`config.mk`:
```
export PLATFORM = sky130hd
export DESIGN_NAME = conv_row_scheduler
export DESIGN_NICKNAME = d
export VERILOG_FILES = /design/src/rtl/conv_row_scheduler.sv
export SDC_FILE = /design/constraint.sdc
export NUM_CORES = 1
export LEC_CHECK = 0
export BUFFER_PORTS_ARGS = -buffer_cell sky130_fd_sc_hd__buf_2
export CORE_AREA = 3 3 190 192
export DETAILED_ROUTE_END_ITERATION = 7
export DIE_AREA = 0 0 193 195
export PLACE_DENSITY = 0.58
export SETUP_SLACK_MARGIN = 0.4
export SYNTH_ARGS = -nofsm -noshare
export SYNTH_HDL_FRONTEND = slang
export SYNTH_SLANG_ARGS = --single-unit
```
`constraint.sdc`:
```
create_clock -name clk -period 2.2 [get_ports clk]
set_input_delay 0.22 -clock clk [delete_from_list [all_inputs] [get_ports clk]]
set_output_delay 0.22 -clock clk [all_outputs]
set_load 0.02 [all_outputs]
```
`src/rtl/conv_row_scheduler.sv`:
```
// -----------------------------------------------------------------------------
// conv_row_scheduler
//
// Sequencer for the half-row convolution array. It walks the output map one
// half-row ("chunk") at a time, clears the NCU conv units, holds the clear low
// for their D*F*F+2-cycle accumulation window, captures the half-row result and
// streams it out over a valid/ready port. It sits between the layer controller
// (start/done) and the receptive-field selector plus conv units.
//
// Optional feature (macro CONV_SCHED_PERF_EN):
//   adds perf_stall, a saturating count of EMIT cycles stalled by backpressure.
//
// Ports:
//   clk        in   1               clock, rising edge
//   reset      in   1               asynchronous, active-low reset
//   start      in   1               begin a layer (only looked at in IDLE)
//   busy       out  1               high in every state except IDLE
//   done       out  1               one-cycle pulse after the final chunk handshake
//   cu_clear   out  1               active-high clear to all conv units
//   row_idx    out  11              input row of the current receptive fields
//   col_base   out  11              output column offset, 0 or NCU
//   cu_result  in   NCU*DATA_WIDTH  conv unit results, unit 0 in the MSBs
//   out_valid  out  1               out_data/out_index valid
//   out_ready  in   1               consumer accepts the chunk
//   out_data   out  NCU*DATA_WIDTH  registered half-row result
//   out_index  out  16              chunk number, 2*row + half
//   perf_stall out  32              (CONV_SCHED_PERF_EN only) stalled EMIT cycles
//
// The output width OW=(W-F)/S+1 must be even so the row splits into two halves.
// -----------------------------------------------------------------------------
module conv_row_scheduler #(
    parameter  int D          = 1,
    parameter  int H          = 32,
    parameter  int W          = 32,
    parameter  int F          = 5,
    parameter  int S          = 1,
    parameter  int DATA_WIDTH = 16,
    localparam int OH         = (H - F) / S + 1,
    localparam int OW         = (W - F) / S + 1,
    localparam int NCU        = OW / 2,
    localparam int LAT        = D * F * F + 2
) (
    input  logic                      clk,
    input  logic                      reset,
    input  logic                      start,
    output logic                      busy,
    output logic                      done,
    output logic                      cu_clear,
    output logic [10:0]               row_idx,
    output logic [10:0]               col_base,
    input  logic [NCU*DATA_WIDTH-1:0] cu_result,
    output logic                      out_valid,
    input  logic                      out_ready,
    output logic [NCU*DATA_WIDTH-1:0] out_data,
    output logic [15:0]               out_index
`ifdef CONV_SCHED_PERF_EN
    ,
    output logic [31:0]               perf_stall
`endif
);

    localparam int              CNT_W    = $clog2(LAT);
    localparam logic [CNT_W-1:0] CNT_LAST = CNT_W'(LAT - 1);
    localparam logic [10:0]     ROW_LAST = 11'((OH - 1) * S);
    localparam logic [10:0]     COL_HI   = 11'(NCU);

    typedef enum logic [2:0] {
        S_IDLE,
        S_CLEAR,
        S_COMPUTE,
        S_EMIT,
        S_DONE
    } state_t;

    state_t            state;
    logic [CNT_W-1:0]  cnt;
    logic              last_chunk;

    assign last_chunk = (row_idx == ROW_LAST) && (col_base == COL_HI);

    // NOTE: every register here uses non-blocking assignments so each one
    // samples pre-edge values regardless of statement order in the block.
    always_ff @(posedge clk or negedge reset) begin
        if (!reset) begin
            state     <= S_IDLE;
            cnt       <= '0;
            busy      <= 1'b0;
            done      <= 1'b0;
            cu_clear  <= 1'b1;
            row_idx   <= '0;
            col_base  <= '0;
            out_valid <= 1'b0;
            // NOTE: out_data is a plain register, not a memory array, so it is
            // cheap to reset and gives the consumer a defined value.
            out_data  <= '0;
            out_index <= '0;
        end else begin
            // NOTE: done defaults low every cycle, making it a single-cycle pulse
            // without needing an explicit clear in each state.
            done <= 1'b0;
            unique case (state)
                S_IDLE: begin
                    if (start) begin
                        state     <= S_CLEAR;
                        busy      <= 1'b1;
                        cu_clear  <= 1'b1;
                        row_idx   <= '0;
                        col_base  <= '0;
                        out_index <= '0;
                    end
                end
                S_CLEAR: begin
                    cnt      <= '0;
                    cu_clear <= 1'b0;
                    state    <= S_COMPUTE;
                end
                S_COMPUTE: begin
                    // Results are final on the LAT-th accumulation cycle.
                    if (cnt == CNT_LAST) begin
                        out_data  <= cu_result;
                        out_valid <= 1'b1;
                        cu_clear  <= 1'b1;
                        state     <= S_EMIT;
                    end else begin
                        cnt <= cnt + 1'b1;
                    end
                end
                S_EMIT: begin
                    if (out_ready) begin
                        out_valid <= 1'b0;
                        if (last_chunk) begin
                            // Position and index freeze on the final chunk so
                            // row_idx never steps past the last output row.
                            done  <= 1'b1;
                            state <= S_DONE;
                        end else begin
                            out_index <= out_index + 16'd1;
                            if (col_base == '0) begin
                                col_base <= COL_HI;
                            end else begin
                                col_base <= '0;
                                row_idx  <= row_idx + 11'(S);
                            end
                            state <= S_CLEAR;
                        end
                    end
                end
                S_DONE: begin
                    busy  <= 1'b0;
                    state <= S_IDLE;
                end
                default: state <= S_IDLE;
            endcase
        end
    end

`ifdef CONV_SCHED_PERF_EN
    always_ff @(posedge clk or negedge reset) begin
        if (!reset) begin
            perf_stall <= '0;
        end else if (state == S_IDLE && start) begin
            perf_stall <= '0;
        end else if (state == S_EMIT && out_valid && !out_ready && perf_stall != '1) begin
            perf_stall <= perf_stall + 32'd1;
        end
    end
`endif

endmodule

```
# Word-level counts from Yosys, hierarchy flattened
# Index checks and enable logic that the tools add are counted.
totals:
  regBits: 274
  input_bits: 228
  elab_cells: 71
op_classes:
  n_addsub: 3
  n_eq_ne: 13
  muxes: 29
  reduce_logical: 16
op_table:
  columns: ["operator", "count"]
  rows:
  - ["$mux 11", 6]
  - ["$mux 16", 3]
  - ["$pmux 11 s2", 2]
  - ["$pmux 16 s2", 1]
  - ["$add 16x1->16 const B", 1]
  - ["$mux 3", 4]
  - ["$ne 2x2->1 const B", 6]
  - ["$pmux 3 s4", 1]
  - ["$add 11x1->11 const B", 1]
  - ["$eq 11x4->1 const B", 1]
  - ["$eq 11x5->1 const B", 1]
  - ["$logic_not 11->1", 1]
  - ["$pmux 5 s2", 1]
  - ["$reduce_and 3->1", 3]
  - ["$reduce_bool 2->1", 4]
  - ["$eq 3x2->1 const B", 2]
  - ["$mux 1", 6]
  - ["$reduce_and 2->1", 3]
  - ["$add 5x1->5 const B", 1]
  - ["$eq 5x5->1 const B", 1]
  - ["$mux 5", 1]
  - ["$reduce_and 5->1", 1]
  - ["$mux 4", 1]
  - ["$pmux 1 s2", 2]
  - ["7 further kinds", 7]

# Logic depth before layout (Yosys ltp)
# Gate-level depths: netlist of run 1.
logic_depth:
  word_depth: 5
  depth_mapped: 7
  depth_no_buf: 6

# Least setup slack after synthesis of run 1
# No wires, ideal clock.
synth_path:
  path_kind: "register to register"
  startpoint: "reg row_idx[7]"
  endpoint: "reg out_index[10]"
  setup_time_ns: 0.142
  arrival_time_ns: 1.938
  required_ns: 2.058
  slack_ns: 0.119
  stages_incl_launch_ff: 7
  n_path_buf: 2
  synth_period_minus_slack_ns: 2.081
  cell_sequence: "dfrtp_1 -> or4b_4 -> or3_1 -> buf_2 -> buf_6 -> a31oi_1 -> a31oi_1"
synth_via:
  elab_chain_cells: 4
synth_lines:
  columns: ["item", "line_no", "text"]
  rows:
  - ["start: declaration", "49", "output logic [10:0] row_idx,"]
  - ["start signal: assignment", "142", "row_idx <= row_idx + 11'(S);"]
  - ["$eq 11x5->1", "79", "assign last_chunk = (row_idx == ROW_LAST) && (col_base == COL_HI);"]
  - ["$logic_and 1x1->1", "79", null]
  - ["$ne 2x2->1 (no source line)", null, null]
  - ["$reduce_and 4->1 (no source line)", null, null]
  - ["end signal: assignment", "137", "out_index <= out_index + 16'd1;"]
  - ["end: declaration", "55", "output logic [15:0] out_index"]
# Every way passes these cells.
# A chain may end at the register's enable or synchronous reset.

# Worst setup path after layout of run 1
layout_path:
  startpoint: "reg row_idx[8]"
  endpoint: "reg row_idx[10]"
layout_via:
  elab_chain_cells: 5
layout_lines:
  columns: ["item", "line_no", "text"]
  rows:
  - ["$add 11x1->11", "142", null]
  - ["$mux 11", "138", "if (col_base == '0) begin"]
  - ["$mux 11", "131", "if (last_chunk) begin"]
  - ["$mux 11", "129", "if (out_ready) begin"]
  - ["$pmux 11 s2", "101", "unique case (state)"]
# Several ways; a longest one is shown, not always the timed one. The select of a mux whose other input is x is not followed.

==> results of run 1 <==
==> routing by layer <==
layer  track usage [%]  wire (um)  vias to the layer above
li1                  -          -                     4244
met3              4.72       2670                       70
met4              4.88       1090                        4
met5                 0         34                        -
met1              23.9      15400                     4652
met2              34.7      20200                      379
==> sequential cells by signal, summed over array words and instances, names as in the netlist, 3 cells and up <==
| signal | cells |
|---|---|
| out_data | 224 |
| out_index | 16 |
| row_idx | 11 |
| cnt | 5 |
| state | 3 |
==> power breakdown <==
part / leakage, nW / switching (W) / internal, W
Sequential: 3.64 / 0.000454 / 0.00546
Combinational: 5.78 / 0.00208 / 0.00191
Clock: 0.530 / 0.00211 / 0.00327
==> cells in the mapped netlist, types with 5 or more instances <==
master,n
dfrtp_1,263
nor4_1,13
mux2_1,149
nand4_1,10
nor2_1,12
o21ai_0,15
o31ai_1,5
and3_1,8
buf_2,13
nand2_1,16
inv_1,11
clkbuf_1,5
a31oi_1,12
nor3_1,9
mux2_2,76
buf_4,26
nand3_1,21
==> critical path, delay by kind of cell, from the launching register on <==
family | cells | cell delay [ns]
DFF | 1 | 0.40
buffers and inverters | 1 | 0.15
and+or+nand+nor | 2 | 1.00
AOI/OAI and AO/OA | 2 | 0.40
==> worst max path at each step <==
stage                     slack (ns)  cells after the start       start             to
after CTS                       0.14                     10      cnt[0]  out_data[101]
after global placement          0.14                      7      cnt[0]   out_data[43]
after floorplan                 0.17                      6  row_idx[8]  out_index[10]
after detailed placement         0.1                      7      cnt[0]  out_data[101]
after global routing            0.07                      9      cnt[0]  out_data[110]
final                           0.18                      5  row_idx[8]    row_idx[10]
==> area by class of cell <==
| cell class | instances | area [um^2] | share of cell area, % |
|---|---|---|---|
| clock inverter | 13 | 155 | 0.817 |
| timing repair buffer | 804 | 6020 | 31.7 |
| multi-input combinational | 416 | 4630 | 24.4 |
| inverter | 13 | 48.8 | 0.257 |
| tap | 455 | 569 | 3.00 |
| sequential | 264 | 6620 | 34.9 |
| antenna | 2 | 5.00 | 0.0264 |
| clock buffer | 45 | 928 | 4.89 |
==> stage by stage <==
stage	setup slack (ns)	hold slack, ns	total power (W)
floorplan	0.170	-0.0756	0.00790
global placement	0.139	0.190	0.00923
detailed placement	0.0966	0.193	0.00927
CTS	0.140	0.0317	0.0153
global route	0.0743	0.0580	0.0160
finish	0.177	0.0654	0.0153
==> timing repair <==
item / in CTS / in global routing
resized for setup: 58 / 53
hold buffers: 225 / 0
pin swaps: 29 / 14
endpoints found under the setup margin: 252 / 253
setup buffers: 28 / 8
cloned: 8 / 8
endpoints found under the hold margin: 271 / 0
==> cell families (layout without fill, tap and decap cells) <==
group,after synthesis,in the layout,share of synthesized area (%)
flip-flops,264,264,61.8
XOR/XNOR,4,4,0.328
adder cells (fa/ha/maj),4,4,0.468
multiplexers,225,225,23.7
buffers and inverters,59,875,3.21
AND/OR/NAND/NOR,112,112,6.18
AO/OA/AOI/OAI,63,63,4.23
other,1,10,0.0351
==> placed cells by master (no fill, tap or decap), types with 9 or more instances in the layout <==
cell           instances
buf_2                484
dfrtp_1              252
dlygate4sd3_1        225
mux2_4               185
buf_4                 40
mux2_2                39
clkbuf_16             36
nand3_1               16
nand2_1               16
buf_12                16
buf_6                 15
buf_16                12
inv_1                 11
nor2_1                11
dfrtp_2               11
nand4_1               10
a31oi_1               10
clkbuf_8              10
nor4_1                 9
==> metrics.md, run 1 <==
| Metric | Value |
|---|---|
| Slowest cell on crit path | `or4b_4` |
| Hold Fails Final Rpt | `0` |
| Max Cap Viol | `0` |
| Vias in the first global route | `10100` |
| Clk_skew | `around 0.018 ns` |
| CTS Buf Count | `31` |
| Synthesized area | `about 11000 um^2` |
| EDFF count, synth | `0` |
| Clk buf depth | `3` |
| Crit path arrival time | `about 2.5 ns` |
| Unrepaired setup endpoints after global routing | `true` |
| Worst Setup Start Kind | `flip-flop` |
| Classification of the worst setup path | `flip-flop to flip-flop` |
| Residual DRC | `0` |
| Sequential share of the synthesized area | `between 60% and 70%` |
| First-pass GRT wire length | `58600 um` |
| Measured slew at the worst slew-check pin | `around 0.59 ns` |
| Clk slew on worst S/H paths | `roughly 0.06 ns` |
| Worst Path Required | `around 2.7 ns` |
| Die footprint | `around 38000 um^2` |
| Ys flop type | `dfrtp_1` |
| Status | `complete, no violations` |
| Largest net degree at the start of global routing | `54` |
| Final nets | `1762` |
| Layout cell share with drive strength beyond 1 | `between 50% and 60%` |
| Total GRT Usage | `19.6%` |
| Hold crit path type | `primary input to flip-flop` |
| Clock Latency Late Sink | `around 0.57 ns` |
| Ports | `494` |
| Root buffer cell | `clkbuf_16` |
| Grt total ovfl | `0` |
| Number of H-tree levels | `1` |
| Port Buffer Count | `485` |
| Library cell with the largest summed area after synthesis | `dfrtp_1` |
| FF+latch count, synth | `264` |
| Yosys cell types | `just over 50` |
| Dpl hpwl | `around 25000 um` |
| Worst Hold Endpoint | `state[1]` |
| Clock sink total | `between 200 and 300` |
| Area Overhead vs Synth | `77.6%` |
| Slew headroom | `60.1%` |
| Initial antenna violation count | `4` |
| Fin cells | `2012` |
| Die Y | `between 150 and 200 um` |
| FF-to-FF End | `row_idx[10]` |
| Starting DRT DRC Count | `roughly 400` |
| Die W | `193 um` |
| Peak VDD IR | `between 0.5 and 0.6 mV` |
| Routability Congestion | `around 0.82` |
| Syn avg cell area | `14.6 um^2` |
| Hold path depth | `3` |
| Critical Path End Type | `flip-flop` |
| Top post-synthesis cells by area | `dfrtp_1 62%, mux2_1 16%, mux2_2 8.0%, buf_4 1.8%, nand3_1 0.98%` |
| Hold Path Origin | `out_ready` |
| Fin crit period | `approximately 2.0 ns` |
| Worst-path maximum fanout | `5` |
| Post-DRT Antenna Nets | `0` |
| Synth Warn # | `0` |
| Slew Limit Fails | `0` |
| Flop-to-flop setup slack | `roughly 0.18 ns` |
| Post-synth ARST share | `100%` |
| Reg2reg start | `row_idx[8]` |
| DP Cell Count | `between 1500 and 2000` |
| Layout Utilization | `between 50 and 60%` |
| Vias | `9349` |
| Static Leak | `9.95 nW` |
| Initial Util | `between 30% and 40%` |
| DRT Wirelength | `a little under 40000 um` |
| Core region area | `about 35000 um^2` |
| Final instance area | `roughly 19000 um^2` |
| Post-synth top area share | `roughly three fifths` |
| Final Cycle Share | `92.0%` |
| Placed Instance Area | `approximately 14000 um^2` |
| Worst r2r path cells | `5` |
| CTS tree | `built` |
| FP Rows | `68` |
| Endpoints failing setup | `0` |
| Number of fill cells | `roughly 2800` |
| Fmax | `slightly below 0.5 GHz` |
| TritonRoute pass-1 iters | `4` |
| Pwr Density | `806 nW/um^2` |
| Critical-path cell list | `or4b_4 > or3_4 > buf_6 > o21ai_4 > a22o_1` |
| CP max stage delay | `approximately 0.57 ns` |
| Final TNS setup | `0 ns` |
| Drt wl/cell | `between 15 and 20 um` |
| Via/cell ratio | `4.65` |
| Mapped Cells | `732` |
(Power assumes the default switching activity.)
==> run 2, diff against run 1 <==
--- a/config.mk
+++ b/config.mk
@@ -5,6 +5,7 @@
 export SDC_FILE = /design/constraint.sdc
 export NUM_CORES = 1
 export LEC_CHECK = 0
+export ABC_AREA = 1
 export BUFFER_PORTS_ARGS = -buffer_cell sky130_fd_sc_hd__buf_2
 export CORE_AREA = 3 3 190 192
 export DETAILED_ROUTE_END_ITERATION = 7
==> run 2 against run 1 <==
Register-to-register slack improved by 0.16 ns. Highest routed layer is now met4. Sequential cell count unchanged. Worst hold slack improved by 0.14 ns. Largest cell class unchanged. Combinational power decreased by 40%. Utilization decreased by 2.6 points. Global-route usage decreased by 3.3 points.
==> metrics.md, run 2 <==
| Metric | Value |
|---|---|
| Status | `complete, no violations` |
| Clock Latency Late Sink | `0.55 ns (-0.02 ns)` |
| Ys flop type | `dfrtp_1` |
| Post-synth top cells | `263 x dfrtp_1, 149 x mux2_1, 107 x nand2_1, 75 x mux2_2, 42 x nor2_1` |
| Mapped Cells | `804 (+9.8%)` |
| Synthesized area | `10700 um^2 (+0.46%)` |
| Measured slew at the worst slew-check pin | `0.562 ns (-0.0308 ns)` |
| Pwr Density | `722 nW/um^2 (-10%)` |
| Endpoints failing setup | `0 (unchanged)` |
| Setup ws final | `0.338 ns (+0.161 ns)` |
| Most numerous cell in the Yosys netlist | `dfrtp_1` |
| Clk_skew | `0.0129 ns (-0.00554 ns)` |
| Syn avg cell area | `13.4 um^2 (-8.5%)` |
| First-pass GRT wire length | `49600 um (-15%)` |
| Initial antenna violation count | `3 (-1)` |
| Setup crit start | `cnt[0]` |
| Worst-path maximum fanout | `9 (+4)` |
| Final nets | `1805 (+2.4%)` |
| Drt wl/cell | `17.2 um (-12%)` |
| Residual DRC | `0 (unchanged)` |
| Die W | `193 um (unchanged)` |
| Largest net degree at the start of global routing | `66 (+22%)` |
| Unrepaired setup endpoints after global routing | `true` |
| Critical Path End Type | `flip-flop` |
| Commonest cells after routing, fill and taps aside | `484 x buf_2, 263 x dfrtp_1, 227 x dlygate4sd3_1` |
| Number of H-tree levels | `1 (unchanged)` |
| CP max stage delay | `0.38 ns (-0.19 ns)` |
| Post-synth ARST share | `100% (unchanged)` |
| Root buffer cell | `clkbuf_16` |
| Clk slew on worst S/H paths | `0.06 ns (about the same)` |
| Ports | `494 (unchanged)` |
| Vias | `9162 (-2.0%)` |
| Fin crit period | `1.86 ns (-0.161 ns)` |
| Post-DRT Antenna Nets | `0 (unchanged)` |
| Hold crit path type | `primary input to async pin` |
| Slew Limit Fails | `0 (unchanged)` |
| Layout Utilization | `52.3% (-2.6 points)` |
| Static Leak | `9.03 nW (-9.2%)` |
| Yosys cell types | `29 (-43%)` |
| Worst r2r path cells | `9 (+4)` |
| Seq. cell area | `6610 um^2 (-0.21%)` |
| Final TNS setup | `0 ns (unchanged)` |
| Total GRT Usage | `16.2% (-3.3 points)` |
| Initial Util | `31.1% (+0.14 points)` |
| Peak VDD IR | `0.852 mV (+48%)` |
| Power, Total | `0.0130 W (-15%)` |
| DRT Wirelength | `35300 um (-11%)` |
| Classification of the worst setup path | `flip-flop to flip-flop` |
| Synth Warn # | `0 (unchanged)` |
| FF-to-FF End | `out_data[32]` |
| Final instance area | `18100 um^2 (-4.8%)` |
| Dpl hpwl | `21200 um (-14%)` |
| Final Cycle Share | `84.6% (-7.3 points)` |
| CTS Buf Count | `29 (-6.5%)` |
| Clock sink total | `264 (unchanged)` |
| Slowest cell on crit path | `dfrtp_1` |
| Crit path arrival time | `2.29 ns (-0.22 ns)` |
| Hold Fails Final Rpt | `0 (unchanged)` |
| Critical-path cell list | `inv_1 > ha_2 > nand3_2 > nor2_1 > buf_4 > nand2_8 > buf_16 > clkbuf_16 > mux2_1` |
| Sequential share of the synthesized area | `61.6% (-0.28 points)` |
| CTS tree | `built` |
| Core region area | `34500 um^2 (unchanged)` |
| FP Rows | `68 (unchanged)` |
| Library cell with the largest summed area after synthesis | `dfrtp_1` |
| Worst Setup Start Kind | `flip-flop` |
| Max Cap Viol | `0 (unchanged)` |
| Max reg flops | `224 (unchanged)` |
| Slew headroom | `62.5% (+2.4 points)` |
| Fmax | `0.537 GHz (+8.7%)` |
| Die footprint | `37600 um^2 (unchanged)` |
| Flop-to-flop setup slack | `0.34 ns (+0.16 ns)` |
| Multi-input logic area | `4050 um^2 (-12%)` |
| Vias in the first global route | `9635 (-4.5%)` |
| Setup WS pre-CTS | `0.221 ns (+0.125 ns)` |
| Area Overhead vs Synth | `68.3%` |
| Placed Instance Area | `13700 um^2 (-5.3%)` |
| FF+latch count, synth | `264 (unchanged)` |
| Port Buffer Count | `485 (unchanged)` |
| Commonest non-fill, non-tap cell in the layout | `buf_2` |
| Starting DRT DRC Count | `275 (-32%)` |
| TritonRoute pass-1 iters | `4 (unchanged)` |
| Top flop regs | `out_data x224, out_index x16, row_idx x11` |
| Layout cell share with drive strength beyond 1 | `47.8% (-10 points)` |
| Die Y | `195 um (unchanged)` |
| Clk buf depth | `3 (unchanged)` |
| Top reg by flops | `out_data` |
| EDFF count, synth | `0 (unchanged)` |
| Worst Path Required | `2.62 ns (-0.07 ns)` |
| Post-synth top area share | `61.3% (-0.28 points)` |
| Via/cell ratio | `4.46 (-3.9%)` |
| Routability Congestion | `0.782 (-4.6%)` |
| Top post-synthesis cells by area | `dfrtp_1 61%, mux2_1 16%, mux2_2 7.9%, nand2_1 3.7%, buf_6 1.8%` |
| Grt total ovfl | `0 (unchanged)` |
| Reg2reg start | `cnt[0]` |
| Number of fill cells | `2912 (+4.6%)` |
-- run 2: changes by cell type after synthesis, moves of 5 or more --
cell	before	now
and3_1	8	0
nand2_1	16	107
buf_4	26	11
xnor2_1	0	5
o21ai_0	15	29
o31ai_1	5	0
nor4_1	13	0
inv_1	11	29
nor2_1	12	42
a31oi_1	12	2
buf_6	1	17
nor3_1	9	3
-- run 2: worst max-delay path by stage --
stage | to | slack [ns] | cells past startpoint
floorplan | out_data[100] | 0.59 | 8
global placement | out_data[77] | 0.25 | 9
detailed placement | out_data[87] | 0.22 | 9
CTS | out_data[125] | 0.32 | 9
global route | out_data[32] | 0.24 | 9
finish | out_data[32] | 0.34 | 9
-- run 2: critical path, delay by kind of cell (launching register included) --
kind / cells / cell delay, ns
DFF: 1 / 0.38
muxes: 1 / 0.33
and+or+nand+nor: 3 / 0.27
adders and majority gates: 1 / 0.17
buffers and inverters: 4 / 0.58
-- run 2: power by group --
group / internal, W / total (W) / switching (W)
clock network: 0.00329 / 0.00527 / 0.00199
logic: 0.00104 / 0.00241 / 0.00137
registers: 0.00516 / 0.00536 / 0.000203
total: 0.00948 / 0.0130 / 0.00356
-- run 2: timing repair --
action,in CTS,in global routing
hold endpoints to repair,283,0
hold buffers,227,0
setup endpoints to repair,136,244
cloned,3,17
pin swaps,1,2
setup buffers,11,2
resized for setup,14,105
-- run 2: cells by family after synthesis --
family	Yosys count	share of synthesized area, %
flops	264	61.6
mux	224	23.5
other cells	1	0.0349
xor+xnor	13	1.06
fa+ha+maj	4	0.466
compound gates	36	1.77
simple gates	190	7.39
buf+inv	72	4.22
-- run 2: metrics by stage --
stage / cells / hold WS, ns
after global routing: 2052 / 0.236
final: 2052 / 0.206
after detailed placement: 1737 / 0.232
after floorplan: 811 / -0.0756
after CTS: 2030 / 0.225
after global placement: 1737 / 0.210
-- run 2: layout make-up --
| cell class | count | area share, % |
|---|---|---|
| Antenna cell | 3 | 0.0416 |
| Clock buffer | 40 | 4.52 |
| Clock inverter | 12 | 1.22 |
| Inverter | 32 | 0.665 |
| Multi-Input combinational cell | 475 | 22.4 |
| Sequential cell | 264 | 36.6 |
| Tap cell | 455 | 3.15 |
| Timing Repair Buffer | 771 | 31.4 |
-- run 2: layer usage --
layer	routed length, um	vias up	global-route usage, %	share of wire, %
met5	0	-	0	0
met4	1140	0	5.01	3.2
met3	2830	73	4.51	8.0
met2	17700	357	29.6	50
met1	13600	4466	18.3	38
li1	-	4266	-	-
==> run 3, diff against run 2 <==
--- a/config.mk
+++ b/config.mk
@@ -10,7 +10,7 @@
 export CORE_AREA = 3 3 190 192
 export DETAILED_ROUTE_END_ITERATION = 7
 export DIE_AREA = 0 0 193 195
-export PLACE_DENSITY = 0.58
+export PLACE_DENSITY = 0.6
 export SETUP_SLACK_MARGIN = 0.4
 export SYNTH_ARGS = -nofsm -noshare
 export SYNTH_HDL_FRONTEND = slang
==> constraint.sdc (replaced) <==
create_clock -name clk -period 1.7 [get_ports clk]
set_input_delay 0.17 -clock clk [delete_from_list [all_inputs] [get_ports clk]]
set_output_delay 0.17 -clock clk [all_outputs]
set_load 0.02 [all_outputs]
==> run 3 against run 2 <==
The flow now finishes with violations (negative setup slack). Register-to-register slack worse by 0.41 ns. Clock skew down 0.0029 ns. Critical path depth is 1 lower. Clock power increased by 27%. Fmax increased by 4.9%. Worst setup slack got worse by 0.41 ns. Cell area up 9.7%. Via count grew 7.7%. Sequential cell count unchanged. Global-route usage grew 2.2 points.
==> metrics.md, run 3 (synthesized netlist as in run 2, its figures left out) <==
| Metric | Value |
|---|---|
| Status | `complete, but fails checks` |
| Failing checks | `negative setup slack` |
| Routability Congestion | `0.807 (+3.2%)` |
| Crit path arrival time | `2.22 ns (-0.07 ns)` |
| Initial antenna violation count | `2 (-1)` |
| Comb power frac | `27.3% (+8.8 points)` |
| Die footprint | `37600 um^2 (unchanged)` |
| Final Cycle Share | `104% (+20 points)` |
| Via/cell ratio | `4.65 (+4.2%)` |
| Static Leak | `9.90 nW (+9.7%)` |
| Commonest cells after routing, fill and taps aside | `394 x buf_2, 244 x dfrtp_1, 227 x dlygate4sd3_1` |
| Pwr Density | `950 nW/um^2 (+32%)` |
| Clock Latency Late Sink | `0.56 ns (about the same)` |
| FF-to-FF End | `out_data[23]` |
| Flop-to-flop setup slack | `-0.07 ns (-0.41 ns)` |
| Endpoints failing setup | `198 (+198)` |
| Sw Share | `29.5% (+2.2 points)` |
| Fin crit period | `1.77 ns (-0.0870 ns)` |
| Hold Fails Final Rpt | `0 (unchanged)` |
| Top reg by flops | `out_data` |
| Unrepaired setup endpoints after global routing | `true` |
| Number of H-tree levels | `1 (unchanged)` |
| Multi-input logic area | `4570 um^2 (+13%)` |
| Vias | `9865 (+7.7%)` |
| Pint | `0.0133 W (+40%)` |
| CTS Buf Count | `29 (unchanged)` |
| Clk buf depth | `3 (unchanged)` |
| DRT Wirelength | `41500 um (+18%)` |
| Grt total ovfl | `0 (unchanged)` |
| Peak VDD IR | `0.760 mV (-11%)` |
| Worst r2r path cells | `8 (-1)` |
| Worst-path maximum fanout | `8 (-1)` |
| Number of fill cells | `2607 (-10%)` |
| Reg2reg start | `cnt[0]` |
| Classification of the worst setup path | `flip-flop to flip-flop` |
| Dpl hpwl | `23600 um (+11%)` |
| Psw | `0.00555 W (+56%)` |
| Ports | `494 (unchanged)` |
| Largest net degree at the start of global routing | `68 (+3.0%)` |
| Max reg flops | `224 (unchanged)` |
| Root buffer cell | `clkbuf_16` |
| Commonest non-fill, non-tap cell in the layout | `buf_2` |
| Residual DRC | `0 (unchanged)` |
| Slew Limit Fails | `0 (unchanged)` |
| Fin cells | `2121 (+3.4%)` |
| First-pass GRT wire length | `55100 um (+11%)` |
| Drt wl/cell | `19.5 um (+14%)` |
| Final nets | `1876 (+3.9%)` |
| Die W | `193 um (unchanged)` |
| Initial Util | `31.1% (unchanged)` |
| Power, Total | `0.0188 W (+44%)` |
| TritonRoute pass-1 iters | `4 (unchanged)` |
| Port Buffer Count | `485 (unchanged)` |
| Die Y | `195 um (unchanged)` |
| CTS tree | `built` |
| Clock Power Share | `35.5% (-4.9 points)` |
| Worst Path Required | `2.14 ns (-0.48 ns)` |
| Worst Setup Start Kind | `flip-flop` |
| Area Overhead vs Synth | `84.6%` |
| Top flop regs | `out_data x224, out_index x16, row_idx x11` |
| Clock sink total | `264 (unchanged)` |
| Setup ws final | `-0.0750 ns (-0.413 ns)` |
| Starting DRT DRC Count | `323 (+17%)` |
| Clk slew on worst S/H paths | `0.06 ns (about the same)` |
| Seq pwr share | `37.2% (-3.9 points)` |
| FP Rows | `68 (unchanged)` |
| Clk_skew | `0.00997 ns (-0.00295 ns)` |
| Layout cell share with drive strength beyond 1 | `58.2% (+10 points)` |
| Fmax | `0.563 GHz (+4.9%)` |
| Total GRT Usage | `18.4% (+2.2 points)` |
| Post-DRT Antenna Nets | `0 (unchanged)` |
| DP Cell Count | `1754 (+0.98%)` |
| Hold crit path type | `primary input to async pin` |
| Final TNS setup | `-6.18 ns (-6.18 ns)` |
| Critical Path End Type | `flip-flop` |
| Max Cap Viol | `0 (unchanged)` |
| Core region area | `34500 um^2 (unchanged)` |
| Seq. cell area | `6630 um^2 (+0.36%)` |
| Vias in the first global route | `10100 (+5.2%)` |
## run 3: critical path, stage by stage (launching register included)
cell and delay (ns):
dfrtp_1 0.37, inv_1 0.06, ha_2 0.19, nand3_4 0.09, nor2_4 0.17, nand2_8 0.10
buf_12 0.18, clkbuf_16 0.19, mux2_4 0.31
## run 3: cell type report
type	instances	share of cell area (%)
inverters	32	0.695
diodes	2	0.0253
well taps	455	2.87
repair buffers	841	34.8
clock buffers	37	4.17
flip-flops and latches	264	33.5
clock inverters	14	0.903
multi-input cells	476	23.0
## run 3: metrics by stage
stage / setup WS (ns) / hold WS (ns) / util (%) / area, um^2
after global routing: -0.154 / 0.141 / 57.4 / 19800
final: -0.0750 / 0.124 / 57.4 / 19800
after global placement: -0.197 / 0.125 / 40.3 / 13900
after detailed placement: -0.233 / 0.137 / 40.3 / 13900
after floorplan: 0.105 / -0.126 / - / 10800
after CTS: -0.0459 / 0.134 / 52.3 / 18100
## run 3: routing by layer
layer	vias up	track usage (%)	part of all wire (%)
met5	-	0	0
met3	103	4.61	7.7
met1	4902	20.4	37
met4	0	7.34	3.6
met2	461	33.6	51
li1	4399	-	-
## run 3: power groups by stage
stage          clock (W)  sequential (W)  combinational, W
6_report         0.00668         0.00701           0.00514
5_1_grt          0.00708         0.00704           0.00548
4_1_cts          0.00679         0.00696           0.00395
3_5_place_dp           0         0.00706           0.00283
3_3_place_gp           0         0.00705           0.00279
2_1_floorplan          0         0.00746           0.00114
## run 3: worst max path at each step
stage                       from            end  depth (start not counted)
after global placement    cnt[0]   out_data[94]                          7
after global routing      cnt[0]   out_data[81]                          8
final                     cnt[0]   out_data[23]                          8
after CTS                 cnt[0]   out_data[79]                          8
after detailed placement  cnt[0]   out_data[70]                          7
after floorplan           cnt[0]  out_data[100]                          8
## run 3: timing repair
action,4_1_cts,5_1_grt
endpoints found under the setup margin,386,497
setup buffers,31,35
pin swaps,10,25
hold buffers,227,0
cloned,6,15
resized for setup,150,345
endpoints found under the hold margin,399,0
